<file path="src/rtl/cpu_pipe_pkg.sv">
// Shared pipeline definitions: stall-controller FSM encoding and opcode constants
// used by StallDetection, decode and the benches.
package cpu_pipe_pkg;

    typedef enum logic [1:0] {
        ST_RUN    = 2'd0,
        ST_DRAIN  = 2'd1,
        ST_HALTED = 2'd2
    } pipe_state_e;

    localparam int unsigned OPCODE_W = 6;

    localparam logic [OPCODE_W-1:0] OP_RTYPE = 6'h00;
    localparam logic [OPCODE_W-1:0] OP_J     = 6'h02;
    localparam logic [OPCODE_W-1:0] OP_BEQ   = 6'h04;
    localparam logic [OPCODE_W-1:0] OP_BNE   = 6'h05;
    localparam logic [OPCODE_W-1:0] OP_ADDI  = 6'h08;
    localparam logic [OPCODE_W-1:0] OP_SLTI  = 6'h0A;
    localparam logic [OPCODE_W-1:0] OP_LW    = 6'h23;
    localparam logic [OPCODE_W-1:0] OP_SW    = 6'h2B;

endpackage

</file>
<file path="src/rtl/sat_counter.sv">
// Up-counter with synchronous clear that holds at all-ones instead of wrapping.
module sat_counter #(
    parameter int unsigned W = 16
) (
    input  logic         clk,
    input  logic         reset,
    input  logic         en,
    input  logic         clr,
    output logic [W-1:0] cnt
);

    localparam logic [W-1:0] CNT_MAX = {W{1'b1}};

    logic [W-1:0] cnt_q;
    logic [W-1:0] cnt_d;

    always_comb begin
        cnt_d = cnt_q;
        if (clr) begin
            cnt_d = '0;
        end else if (en && (cnt_q != CNT_MAX)) begin
            cnt_d = cnt_q + W'(1);
        end
    end

    always_ff @(posedge clk or posedge reset) begin
        if (reset) begin
            cnt_q <= '0;
        end else begin
            cnt_q <= cnt_d;
        end
    end

    assign cnt = cnt_q;

endmodule

</file>
<file path="src/rtl/pipeline_stall_controller.sv">
// Pipeline register sequencing from hazard and control-flow inputs, with
// halt/drain handshake, saturating performance counters and a stall watchdog.
module pipeline_stall_controller
    import cpu_pipe_pkg::*;
#(
    parameter int unsigned CNT_W        = 16,
    parameter int unsigned MAX_STALL    = 8,
    parameter int unsigned DRAIN_CYCLES = 4
) (
    input  logic             clk,
    input  logic             reset,
    input  logic             IDstall,
    input  logic             EXstall,
    input  logic             IDbranch_taken,
    input  logic             IDjump,
    input  logic             halt_req,
    output logic             PCwrite,
    output logic             IFIDwrite,
    output logic             IFIDflush,
    output logic             IDEXwrite,
    output logic             IDEXflush,
    output logic             EXMEMflush,
    output logic             halt_ack,
    output logic             stall_timeout,
    output logic [CNT_W-1:0] cyc_count,
    output logic [CNT_W-1:0] stall_count,
    output logic [CNT_W-1:0] flush_count
);

    localparam int unsigned STALL_W = $clog2(MAX_STALL + 1);
    localparam int unsigned DRAIN_W = $clog2(DRAIN_CYCLES + 1);

    pipe_state_e        state_q, state_d;
    logic [DRAIN_W-1:0] drain_q, drain_d;
    logic [STALL_W-1:0] consec_q, consec_d;
    logic               halt_ack_q, halt_ack_d;
    logic               timeout_q, timeout_d;

    logic stall_any;
    logic stall_hon;
    logic cyc_en;
    logic flush_en;

    assign stall_any = EXstall | IDstall;
    assign stall_hon = (state_q != ST_HALTED) && stall_any;
    assign cyc_en    = (state_q == ST_RUN);
    assign flush_en  = (state_q == ST_RUN) && !stall_any && (IDbranch_taken | IDjump);

    // Control outputs and next state; EX hazard outranks ID hazard outranks control flow.
    always_comb begin
        PCwrite    = 1'b0;
        IFIDwrite  = 1'b0;
        IFIDflush  = 1'b0;
        IDEXwrite  = 1'b0;
        IDEXflush  = 1'b0;
        EXMEMflush = 1'b0;
        state_d    = state_q;
        drain_d    = drain_q;

        if (state_q != ST_HALTED) begin
            if (EXstall) begin
                EXMEMflush = 1'b1;
            end else if (IDstall) begin
                IDEXwrite = 1'b1;
                IDEXflush = 1'b1;
            end else if (state_q == ST_DRAIN) begin
                IFIDwrite = 1'b1;
                IFIDflush = 1'b1;
                IDEXwrite = 1'b1;
            end else begin
                PCwrite   = 1'b1;
                IFIDwrite = 1'b1;
                IDEXwrite = 1'b1;
                IFIDflush = IDbranch_taken | IDjump;
            end
        end

        case (state_q)
            ST_RUN: begin
                if (halt_req && !stall_any) begin
                    state_d = ST_DRAIN;
                    drain_d = '0;
                end
            end
            ST_DRAIN: begin
                if (!halt_req) begin
                    state_d = ST_RUN;
                    drain_d = '0;
                end else if (!stall_any) begin
                    if (drain_q + DRAIN_W'(1) == DRAIN_W'(DRAIN_CYCLES)) begin
                        state_d = ST_HALTED;
                        drain_d = '0;
                    end else begin
                        drain_d = drain_q + DRAIN_W'(1);
                    end
                end
            end
            ST_HALTED: begin
                if (!halt_req) begin
                    state_d = ST_RUN;
                end
            end
            default: begin
                state_d = ST_RUN;
                drain_d = '0;
            end
        endcase
    end

    // Watchdog: consecutive honoured stalls, sticky flag one edge after reaching the limit.
    always_comb begin
        consec_d   = '0;
        timeout_d  = timeout_q | (consec_q == STALL_W'(MAX_STALL));
        halt_ack_d = (state_d == ST_HALTED);
        if (stall_hon) begin
            consec_d = (consec_q == STALL_W'(MAX_STALL)) ? consec_q : consec_q + STALL_W'(1);
        end
    end

    always_ff @(posedge clk or posedge reset) begin
        if (reset) begin
            state_q    <= ST_RUN;
            drain_q    <= '0;
            consec_q   <= '0;
            halt_ack_q <= 1'b0;
            timeout_q  <= 1'b0;
        end else begin
            state_q    <= state_d;
            drain_q    <= drain_d;
            consec_q   <= consec_d;
            halt_ack_q <= halt_ack_d;
            timeout_q  <= timeout_d;
        end
    end

    assign halt_ack      = halt_ack_q;
    assign stall_timeout = timeout_q;

    sat_counter #(.W(CNT_W)) u_cyc_cnt (
        .clk   (clk),
        .reset (reset),
        .en    (cyc_en),
        .clr   (1'b0),
        .cnt   (cyc_count)
    );

    sat_counter #(.W(CNT_W)) u_stall_cnt (
        .clk   (clk),
        .reset (reset),
        .en    (stall_hon),
        .clr   (1'b0),
        .cnt   (stall_count)
    );

    sat_counter #(.W(CNT_W)) u_flush_cnt (
        .clk   (clk),
        .reset (reset),
        .en    (flush_en),
        .clr   (1'b0),
        .cnt   (flush_count)
    );

endmodule

</file>
<file path="config.mk">
export PLATFORM = sky130hd
export DESIGN_NAME = pipeline_stall_controller
export DESIGN_NICKNAME = d
export VERILOG_FILES = /design/src/rtl/cpu_pipe_pkg.sv /design/src/rtl/sat_counter.sv /design/src/rtl/pipeline_stall_controller.sv
export SDC_FILE = /design/constraint.sdc
export NUM_CORES = 1
export LEC_CHECK = 0
export CAP_MARGIN = 5
export CORE_ASPECT_RATIO = 2
export CORE_MARGIN = 3
export CORE_UTILIZATION = 55
export CTS_CLUSTER_SIZE = 30
export DETAILED_ROUTE_END_ITERATION = 6
export GPL_ROUTABILITY_DRIVEN = 0
export PLACE_DENSITY_LB_ADDON = 0.05
export SETUP_SLACK_MARGIN = 0.4
export SLEW_MARGIN = 0
export SYNTH_ARGS = -nofsm -noshare
export SYNTH_HDL_FRONTEND = slang
export SYNTH_SLANG_ARGS = --single-unit
</file>
<file path="constraint.sdc">
create_clock -name clk -period 5.9 [get_ports clk]
set_clock_uncertainty 0.1 [all_clocks]
set_input_delay 1.18 -clock clk [delete_from_list [all_inputs] [get_ports clk]]
set_output_delay 1.18 -clock clk [all_outputs]
set_load 0.02 [all_outputs]
</file>
==> results.txt, run 1 <==
The number of antenna violations at the first check in global routing came out at 0. The pin count of the biggest net entering global routing came out at 60. In this run the number of H-tree levels came out at 3.

In this run the tightest slew margin relative to its limit is 0.496. The maximum fanout encountered on the critical timing path is 6. The total negative slack for setup checks came out at 0 ns. The start-to-end type of the worst setup path is in -> out.

The number of rows created at floorplan came out at 38. Post-CTS repair changed the size of 0 cells. The number of iterations in the first detailed-routing pass is 4. The library cell contributing the largest single delay on the critical path is sky130_fd_sc_hd__clkdlybuf4s50_1. The total global-route track usage came out at 0.220. The share of the clock period used by the worst path after layout came out at 0.703. Dividing the detail-routed wire length by the instance count gives approximately 16 µm. Final hold analysis gives a worst-case slack of 0.365 ns. In this run the register-to-register setup slack is 3.70 ns. The count of routing violations after the opening detailed-route iteration came out at 100. The min-delay analysis places its worst path in the category reg -> reg. The flow ran to the end, and the final reports show no timing, DRC or antenna violations. The synthesized design contains 0 enable-type register cells. The smallest setup slack after layout came out at 1.76 ns. The setup fix buffers added after clock tree synthesis came out at 0.

The net count after synthesis is 306. The number of buffers between clock root and the deepest sink is 2. The path with the worst hold slack has its endpoint at stall_timeout.

TritonCTS built the clock tree. The pin slew with the least headroom to its limit came out at 0.756 ns. Clock-pin slew was measured on the worst setup and hold paths at 0.06 ns. In this run, distinct cell masters in the synthesized netlist total 56. Clock tree synthesis found a total of 59 sinks. The endpoint arrival time on the critical path is around 2.9 ns. The number of buffers and inverters on the critical path is 2. Synthesis produced a netlist whose cell count is between 200 and 300. The hold-fix buffer count after cts came out at 0. Ranked by total cell area, the synthesized netlist is headed by sky130_fd_sc_hd__dfrtp_1 47%, sky130_fd_sc_hd__xor2_1 6.9%, sky130_fd_sc_hd__xnor2_1 4.2%, sky130_fd_sc_hd__nand3_1 2.8%, sky130_fd_sc_hd__ha_1 2.8%. The signal on the critical path passes through clkdlybuf4s50_1 > nor3_1 > a21boi_0 > clkdlybuf4s50_1. Across the VDD grid, the largest voltage drop is around 340 µV. The number of maximum-capacitance constraint violations came out at 0. The final number of max-transition violations came to 0. The top cell type's share of synthesized area came out at 0.467. The synthesized design contains just under 60 register bits. The die outline area is between 6000 and 7000 µm². The number of diodes came out at 0.

The origin of the worst min-delay path is stall_timeout. Counting flops with an async set or reset pin after synthesis yields a share of 1.00. The delay contributed by the slowest stage of the critical path came out at roughly 0.63 ns. Setup repair after global routing left no endpoint under its margin.

The routed via count divided by cell count came out at approximately 5.9. The area growth from synthesis to final layout came out at 27.1%. The endpoint required time on the critical path came out at 4.62 ns. Setup violations remaining at the end of the flow were counted as 0.

The worst register-to-register path begins at u_cyc_cnt.cnt[0]. The final number of hold-violating endpoints is 0. The number of buffers created by CTS is 9.

In this run the number of cells on the critical path is 4. Among all cell types in the netlist, the one instantiated most often is sky130_fd_sc_hd__dfrtp_1. The biggest area contributor in the post-synthesis netlist is sky130_fd_sc_hd__dfrtp_1.

The overall overflow remaining after global route came out at 0. The die height came out at 113 µm. The later pin in the worst-skew pair is clocked with a latency of about 0.34 ns. The Yosys step of the flow raised 0 warnings. The power per standard cell area came out at between 300 and 400 nW/µm².

The worst setup path is launched from an input port. The endpoint identified for the worst register-to-register timing path is u_cyc_cnt.cnt[1]. The cell area after synthesis is 3160 µm². The wire length of the first global-routing pass is ~11 mm. The via count of the first global-routing pass came out at 2547.

At the placement stage, the worst setup path has a slack of 1.75 ns. The horizontal die dimension is around 60 µm. The sequential cell area fraction in the yosys report came out at 0.467.

The kind of cell with the highest combined delay along the critical path is buffers and inverters. The count of input and output buffers came out at between 60 and 70. The vias after detailed routing came out at between 2000 and 2500.

The final-stage net count is approximately 370. The worst hold path cell count came out at 1. The core area is 5520 µm². The initial utilization of the core area, before any placement, comes to 0.574. STA classifies the critical path endpoint as an output pin.

The count of antenna-violating nets left after detailed routing is 0. The most critical setup path has its startpoint at EXstall. Detailed placement ended at an HPWL of approximately 5.0 mm. The fmax is between 200 and 250 MHz.

The number of primary I/O pins is between 60 and 70. Wires add up to between 6 and 7 mm. The mean post-synth cell area is ~11 µm². Among all flip-flop cells after synthesis, the most frequent one is sky130_fd_sc_hd__dfrtp_1. The post-detailed-route DRC marker count is 0. The worst register-to-register path has a depth of 5. Of the cells placed in the final design, the portion with a size suffix greater than 1 is 0.113. The cell repeated most along the worst path is sky130_fd_sc_hd__clkdlybuf4s50_1. The clock period could shrink to roughly 4.1 ns. The count of fill cells added during filler insertion came out at between 400 and 500. After synthesis, the most frequently instantiated cells are 59 x sky130_fd_sc_hd__dfrtp_1, 25 x sky130_fd_sc_hd__xor2_1, 20 x sky130_fd_sc_hd__nand2_1. The leakage power figure came out at ~1.8 nW. In this run the clock root is driven by a sky130_fd_sc_hd__clkbuf_8.
==> worst max-delay path by stage <==
stage | endpoint | slack (ns)
after floorplan | IFIDflush | 2.28
after global routing | IFIDflush | 1.64
after CTS | IFIDflush | 1.74
after global placement | IFIDflush | 1.80
final | IFIDflush | 1.76
after detailed placement | IFIDflush | 1.75
==> cell families after synthesis <==
group | count (synthesis) | share of synthesized area
and+or+nand+nor | 124 | 0.251
DFF | 59 | 0.467
xor gates and xnor gates | 40 | 0.111
AOI/OAI and AO/OA | 37 | 0.0886
buffers and inverters | 15 | 0.0214
muxes | 10 | 0.0344
adders and majority gates | 7 | 0.0277
==> registers in the layout (all words and copies together), names as in the netlist <==
| register | cells |
|---|---|
| halt_ack | 1 |
| u_cyc_cnt.cnt | 16 |
| state_q | 2 |
| drain_q | 3 |
| stall_timeout | 1 |
| u_stall_cnt.cnt | 16 |
| consec_q | 4 |
| u_flush_cnt.cnt | 16 |
==> routing by layer <==
| layer | part of all wire | track usage | up-vias | wire, µm |
|---|---|---|---|---|
| li1 | - | - | 1187 | - |
| met1 | 0.40 | 0.243 | 1226 | 2650 |
| met2 | 0.54 | 0.378 | 56 | 3630 |
| met3 | 0.038 | 0.0514 | 14 | 258 |
| met4 | 0.025 | 0.114 | 0 | 168 |
| met5 | 0 | 0 | - | 0 |
==> placed cells by master (no fill, tap or decap), types with 3 or more instances in the layout <==
cell type	synthesis	final
sky130_fd_sc_hd__a211oi_1	4	4
sky130_fd_sc_hd__a21oi_1	11	11
sky130_fd_sc_hd__and2_1	4	4
sky130_fd_sc_hd__and3_1	6	6
sky130_fd_sc_hd__and4_1	5	5
sky130_fd_sc_hd__clkbuf_8	0	13
sky130_fd_sc_hd__clkdlybuf4s50_1	0	62
sky130_fd_sc_hd__dfrtp_1	59	59
sky130_fd_sc_hd__ha_1	7	7
sky130_fd_sc_hd__inv_1	8	7
sky130_fd_sc_hd__mux2_1	6	6
sky130_fd_sc_hd__mux2i_1	3	3
sky130_fd_sc_hd__nand2_1	20	20
sky130_fd_sc_hd__nand2b_1	5	5
sky130_fd_sc_hd__nand3_1	18	18
sky130_fd_sc_hd__nand4_1	9	9
sky130_fd_sc_hd__nor2_1	16	16
sky130_fd_sc_hd__nor3_1	8	8
sky130_fd_sc_hd__nor4_1	6	6
sky130_fd_sc_hd__nor4_2	5	5
sky130_fd_sc_hd__o211ai_2	3	3
sky130_fd_sc_hd__or2_2	3	3
sky130_fd_sc_hd__xnor2_1	15	15
sky130_fd_sc_hd__xor2_1	25	25
==> final cells by class <==
cell class,count,area [µm²],area share
Clock buffer,15,186,0.0464
Tap cell,60,75.1,0.0187
Inverter,8,30.0,0.00747
Sequential cell,59,1480,0.367
Clock inverter,1,5.00,0.00124
Multi-Input combinational cell,218,1620,0.403
Timing Repair Buffer,63,628,0.156
==> where the power goes <==
part / switching (W) / internal (W) / total [W]
Combinational: 0.000264 / 0.000254 / 0.000518
Sequential: 0.000129 / 0.000501 / 0.000630
Clock: 0.000148 / 0.000198 / 0.000346
==> stage by stage <==
stage          total power (W)  instance area (µm²)  instances   util
3_3_place_gp           0.00114                 3830        408  0.694
3_5_place_dp           0.00116                 3830        408  0.694
4_1_cts                0.00151                 4020        424  0.729
6_report               0.00149                 4020        424  0.729
2_1_floorplan         0.000916                 3160        292      -
5_1_grt                0.00158                 4020        424  0.729
Note: power is estimated with default switching activity, not from simulation.
==> inputs of run 2 (changes only) <==
CORE_UTILIZATION = 47   (was 55)
clock period = 3.6 ns   (was 5.9 ns; I/O delays follow)
==> results.txt, run 2 (synthesis gave the netlist of run 1 again) <==
The delay contributed by the slowest stage of the critical path came out at 0.61 ns (-0.02 ns). The number of iterations in the first detailed-routing pass came to 4 (unchanged). The number of H-tree levels was 3 (unchanged). The logic depth of the worst register-to-register path came out at 5 (unchanged). The leakage power figure is 1.88 nW (+3.3%). The worst register-to-register path begins at u_cyc_cnt.cnt[0]. By instance count, the cell type seen most on the critical path is sky130_fd_sc_hd__clkdlybuf4s50_1. The post-detailed-route DRC marker count came to 0 (unchanged).

The average detailed-routed wire length per instance is 15.5 µm (-1.8%). The overall overflow remaining after global route came out at 0 (unchanged). The CTS sink count is 59 (unchanged). The die outline area came out at 7810 µm² (+16%). The largest individual stage delay along the critical path comes from the cell sky130_fd_sc_hd__clkdlybuf4s50_1.

The routed via count divided by cell count came to 5.55 (-5.3%). The number of maximum-capacitance constraint violations came to 0 (unchanged). The horizontal die dimension was 64.0 µm (+7.4%). The routed wire length came out at 6.98 mm (+4.0%). The vias after detailed routing is 2491 (+0.32%).

The number of primary I/O pins was 63 (unchanged). The share of the clock period used by the worst path after layout is 0.855. The wire length of the first global-routing pass came out at 11.9 mm (+5.4%). Setup repair after global routing left no endpoint under its margin. The via count of the first global-routing pass is 2535 (-0.47%). The library cell used most frequently in the layout, excluding fill and tap cells, is sky130_fd_sc_hd__clkdlybuf4s50_1. The number of rows created at floorplan came out at 41 (+7.9%). The number of buffers created by CTS is 9 (unchanged). The final-stage net count is 373 (unchanged). The pin slew with the least headroom to its limit came out at 0.693 ns (-0.0634 ns).

The post-detailed-placement half-perimeter wirelength came to 5.17 mm (+3.2%). The total negative slack for setup checks came out at 0 ns (unchanged). The later-pin clock latency in the skew report came out at 0.32 ns (-0.02 ns). The run finished with clean final reports.

The worst slack at placement came out at 0.362 ns (-1.39 ns). TritonCTS built the clock tree. The maximum fanout encountered on the critical timing path is 5 (-1). The final number of max-transition violations came out at 0 (unchanged). The power per standard cell area came out at 658 nW/µm² (+77%). Static timing analysis puts the maximum clock frequency at ~320 MHz. The start point of the critical path is IDstall. The slack of the worst reg-to-reg path is 1.41 ns (-2.29 ns). The critical path is of the in -> out type.

The count of routing violations after the opening detailed-route iteration came out at 136 (+36%). The total power of the final layout is 0.00275 W (+84%). The count of antenna-violating nets left after detailed routing came out at 0 (unchanged). The smallest setup slack after layout came out at 0.522 ns (-1.23 ns). CTS placed an instance of sky130_fd_sc_hd__clkbuf_16 at the clock tree root.

The worst setup path is launched from an input port. The core area was 6410 µm² (+16%). The count of instances resized after the clock tree is built came out at 1 (+1). The area growth from synthesis to layout is 32.1%. The area of the multi-input gates came to 1630 µm² (+0.31%). The count of fill cells added during filler insertion came to 522 (+23%). The number of diodes is 0 (unchanged). The hold-fix buffer count after cts is 0 (unchanged). The clock edge transition at the registers on the reported setup and hold paths was 0.05 ns (about the same). The setup fix buffers added after clock tree synthesis came to 0 (unchanged). The number of antenna violations at the first check in global routing is 0 (unchanged). The number of buffers between clock root and the deepest sink is 2 (unchanged). The die height came out at 122 µm (+7.7%). The sequential standard cell area is 1480 µm² (unchanged). The normalized max-slew margin came out at 0.534 (+0.0384).

The maximum ir drop on the vdd rail came out at 458 µV (+34%). The post-layout minimum cycle time is 3.08 ns. The critical path goes through clkdlybuf4s50_1 > nor3_2 > and2_1 > clkdlybuf4s50_1. The final number of hold-violating endpoints came to 0 (unchanged). The count of input and output buffers is 62 (unchanged). The pin count of the biggest net entering global routing was 52 (-13%). The tightest min-delay check is of the reg -> reg type. The proportion of layout cells with a drive suffix above 1 is 0.116 (+0.00307). STA classifies the critical path endpoint as an output pin. The total global-route track usage is 0.196 (-0.0241). The endpoint required time on the critical path is 2.78 ns (-1.84 ns).

The starting utilization of the core area is 0.493 (-0.0803). The endpoint identified for the worst register-to-register timing path is u_cyc_cnt.cnt[1]. The top cell types in the final layout, fill and taps aside, are 61 x sky130_fd_sc_hd__clkdlybuf4s50_1, 59 x sky130_fd_sc_hd__dfrtp_1, 25 x sky130_fd_sc_hd__xor2_1. The final number of setup-violating endpoints is 0 (unchanged). The endpoint arrival time on the critical path is 2.26 ns (-0.60 ns). The critical path ends at PCwrite.
## run 2: layer usage
layer  wire (µm)  global-route usage  vias up
met5           0                   0        -
met4         115               0.111        0
met3         255              0.0369        8
met2        3850               0.337       63
met1        2760               0.224     1228
li1            -                   -     1192
## run 2: critical path: cells and delay by family
kind	cells	cell delay (ns)
buf+inv	2	1.12
simple gates	2	0.41
## run 2: worst min path at each step
stage / slack, ns / cells past startpoint / startpoint / end
2_1_floorplan: 0.40 / 1 / drain_q[1] / drain_q[1]
3_3_place_gp: 0.35 / 1 / stall_timeout / stall_timeout
3_5_place_dp: 0.35 / 1 / stall_timeout / stall_timeout
4_1_cts: 0.37 / 1 / stall_timeout / stall_timeout
5_1_grt: 0.39 / 1 / stall_timeout / stall_timeout
6_report: 0.36 / 1 / stall_timeout / stall_timeout
## run 2: where the power goes
group          internal [W]  switching [W]
logic              0.000416       0.000430
clock network      0.000606       0.000269
registers          0.000822       0.000208
total               0.00184       0.000907
## run 2: area by class of cell
class / instances / area share
clock buffers: 14 / 0.0679
clock inverters: 1 / 0.00718
inverters: 8 / 0.00718
multi-input cells: 218 / 0.389
flip-flops and latches: 59 / 0.353
well taps: 86 / 0.0257
repair buffers: 63 / 0.150
## run 2: metrics by stage
step	instance area (µm²)	instances	hold WS [ns]	util
floorplan	3160	292	0.395	-
global placement	3860	434	0.349	0.602
detailed placement	3860	434	0.351	0.602
CTS	4180	449	0.367	0.651
global route	4180	449	0.393	0.652
finish	4180	449	0.364	0.652
==> inputs of run 3 (changes only) <==
MAX_ROUTING_LAYER = met4   (was default)
==> results.txt, run 3 (synthesis gave the netlist of run 1 again) <==
The cell area after placement came out at 3860 µm² (unchanged). The hold-fix buffer count after cts came out at 0 (unchanged). The cell repeated most along the worst path is sky130_fd_sc_hd__clkdlybuf4s50_1. The top cell types in the final layout, fill and taps aside, are 61 x sky130_fd_sc_hd__clkdlybuf4s50_1, 59 x sky130_fd_sc_hd__dfrtp_1, 25 x sky130_fd_sc_hd__xor2_1. The count of input and output buffers is 62 (unchanged). The number of buffers between clock root and the deepest sink is 2 (unchanged).

The count of antenna-violating nets left after detailed routing came out at 0 (unchanged). The CTS sink count came out at 59 (unchanged). The final number of max-transition violations came out at 0 (unchanged). In this run the most critical hold path is launched from stall_timeout. The normalized max-slew margin came out at 0.521 (-0.0133). The share of the clock period used by the worst path after layout came out at 0.856 (+0.000984). The clock edge transition at the registers on the reported setup and hold paths came out at 0.05 ns (about the same). The number of maximum-capacitance constraint violations came out at 0 (unchanged). The die outline area was 7810 µm² (unchanged). The number of diodes is 0 (unchanged). The startpoint identified for the worst register-to-register timing path is state_q[0]. The overall overflow remaining after global route is 0 (unchanged). The vias after detailed routing is 2498 (+0.28%). The number of buffers created by CTS came out at 9 (unchanged).

The pin count of the biggest net entering global routing was 52 (unchanged). The die height is 122 µm (unchanged). The number of iterations in the first detailed-routing pass was 4 (unchanged). The power per standard cell area came to 658 nW/µm² (about the same). The library cell contributing the largest single delay on the critical path is sky130_fd_sc_hd__clkdlybuf4s50_1. The area growth from synthesis to final layout is 32.1% (unchanged).

The fmax came out at 325 MHz (-0.12%). The final standard cell area without fillers is 4180 µm² (unchanged). The post-detailed-route DRC marker count came out at 0 (unchanged). The proportion of layout cells with a drive suffix above 1 came out at 0.116 (unchanged). The number of antenna violations at the first check in global routing came out at 0 (unchanged). In this run the worst hold path is classified as reg -> reg. The via count of the first global-routing pass came out at 2544 (+0.36%). The final number of hold-violating endpoints is 0 (unchanged). The run finished with clean final reports. The routed wire length is 6.98 mm (about the same). The post-layout minimum cycle time came out at 3.08 ns (+0.00354 ns). The endpoint required time on the critical path is 2.78 ns (about the same). The number of H-tree levels came out at 3 (unchanged).

The total negative slack for setup checks is 0 ns (unchanged). The maximum fanout encountered on the critical timing path came to 6 (+1). The count of routing violations after the opening detailed-route iteration came out at 164 (+21%). The setup path with the least slack is of type in -> out. The cell family contributing the most delay on the critical path is buffers and inverters. The core area is 6410 µm² (unchanged).

The maximum ir drop on the vdd rail came out at 458 µV (about the same). The most common cell after layout, fill and taps aside is sky130_fd_sc_hd__clkdlybuf4s50_1. The routed via count divided by cell count is 5.56 (+0.28%).

The worst setup path is captured at an output pin. The wire length of the first global-routing pass is 11.9 mm (-0.23%). The number of rows created at floorplan came out at 41 (unchanged). The average detailed-routed wire length per instance is 15.6 µm (about the same). The count of fill cells added during filler insertion came out at 522 (unchanged). The leakage power figure is 1.88 nW (unchanged).

The endpoint arrival time on the critical path was 2.26 ns (about the same). The critical path goes through clkdlybuf4s50_1 > nor3_2 > and2_1 > clkdlybuf4s50_1. Setup repair after global routing left no endpoint under its margin. The total global-route track usage is 0.202 (+0.00541). The pin slew with the least headroom to its limit came out at 0.713 ns (+0.0198 ns). The delay contributed by the slowest stage of the critical path was 0.61 ns (about the same). The final-stage net count came to 373 (unchanged). The number of buffers and inverters on the critical path came to 2 (unchanged).

The later-pin clock latency in the skew report was 0.32 ns (about the same). TritonCTS built the clock tree. In this run the worst setup path begins at EXstall.

The root buffer cell chosen for the clock tree is sky130_fd_sc_hd__clkbuf_16. The starting utilization of the core area is 0.493 (unchanged). The final number of setup-violating endpoints is 0 (unchanged). The horizontal die dimension is 64.0 µm (unchanged). The launching element type of the critical path is an input port. The number of primary I/O pins came out at 63 (unchanged).

The post-detailed-placement half-perimeter wirelength came to 5.17 mm (unchanged).
-- run 3: worst reg2reg max path: cells and delay by family, from the launching register on --
| kind | cells | cell delay, ns |
|---|---|---|
| muxes | 1 | 0.35 |
| and+or+nand+nor | 3 | 1.04 |
| DFF | 1 | 0.60 |
-- run 3: where the power goes --
group	internal, W	leakage, nW	total, W	switching (W)
logic	0.000416	0.965	0.000847	0.000431
clock network	0.000606	0.155	0.000875	0.000269
registers	0.000822	0.755	0.00103	0.000207
total	0.00184	1.88	0.00275	0.000906
-- run 3: metrics by stage --
stage	util	worst slack [ns]	hold WS (ns)	instances	total power, W
after global routing	0.652	0.459	0.393	449	0.00292
after CTS	0.651	0.441	0.367	449	0.00278
after detailed placement	0.602	0.362	0.351	434	0.00189
after global placement	0.602	0.426	0.349	434	0.00187
after floorplan	-	0.895	0.395	292	0.00150
final	0.652	0.519	0.364	449	0.00275
-- run 3: layout make-up --
class	count	area [µm²]	share of cell area
Tap cell	86	108	0.0257
Inverter	8	30.0	0.00718
Multi-Input combinational cell	218	1630	0.389
Clock buffer	14	284	0.0679
Clock inverter	1	30.0	0.00718
Timing Repair Buffer	63	627	0.150
Sequential cell	59	1480	0.353
-- run 3: layer usage --
metal,vias up,routed length (µm),track usage,part of all wire
li1,1190,-,-,-
met1,1237,2790,0.224,0.40
met2,61,3800,0.337,0.54
met3,10,252,0.0360,0.036
met4,0,142,0.111,0.020
met5,-,0,-,0
-- run 3: path summary, 6_finish.rpt --
path	end	slack, ns	cells after the start
max reg2reg	u_stall_cnt.cnt[14]	1.40	4
min in group asynchronous	u_cyc_cnt.cnt[6]	0.52	2
min	stall_timeout	0.36	1
min reg2reg	stall_timeout	0.36	1
max in group asynchronous	u_flush_cnt.cnt[7]	2.00	3
max	PCwrite	0.52	4
-- run 3: repair_timing --
item	CTS	global route
cloned	0	0
setup endpoints to repair	1	1
hold endpoints to repair	0	0
resized for setup	1	1
buffers inserted	0	0
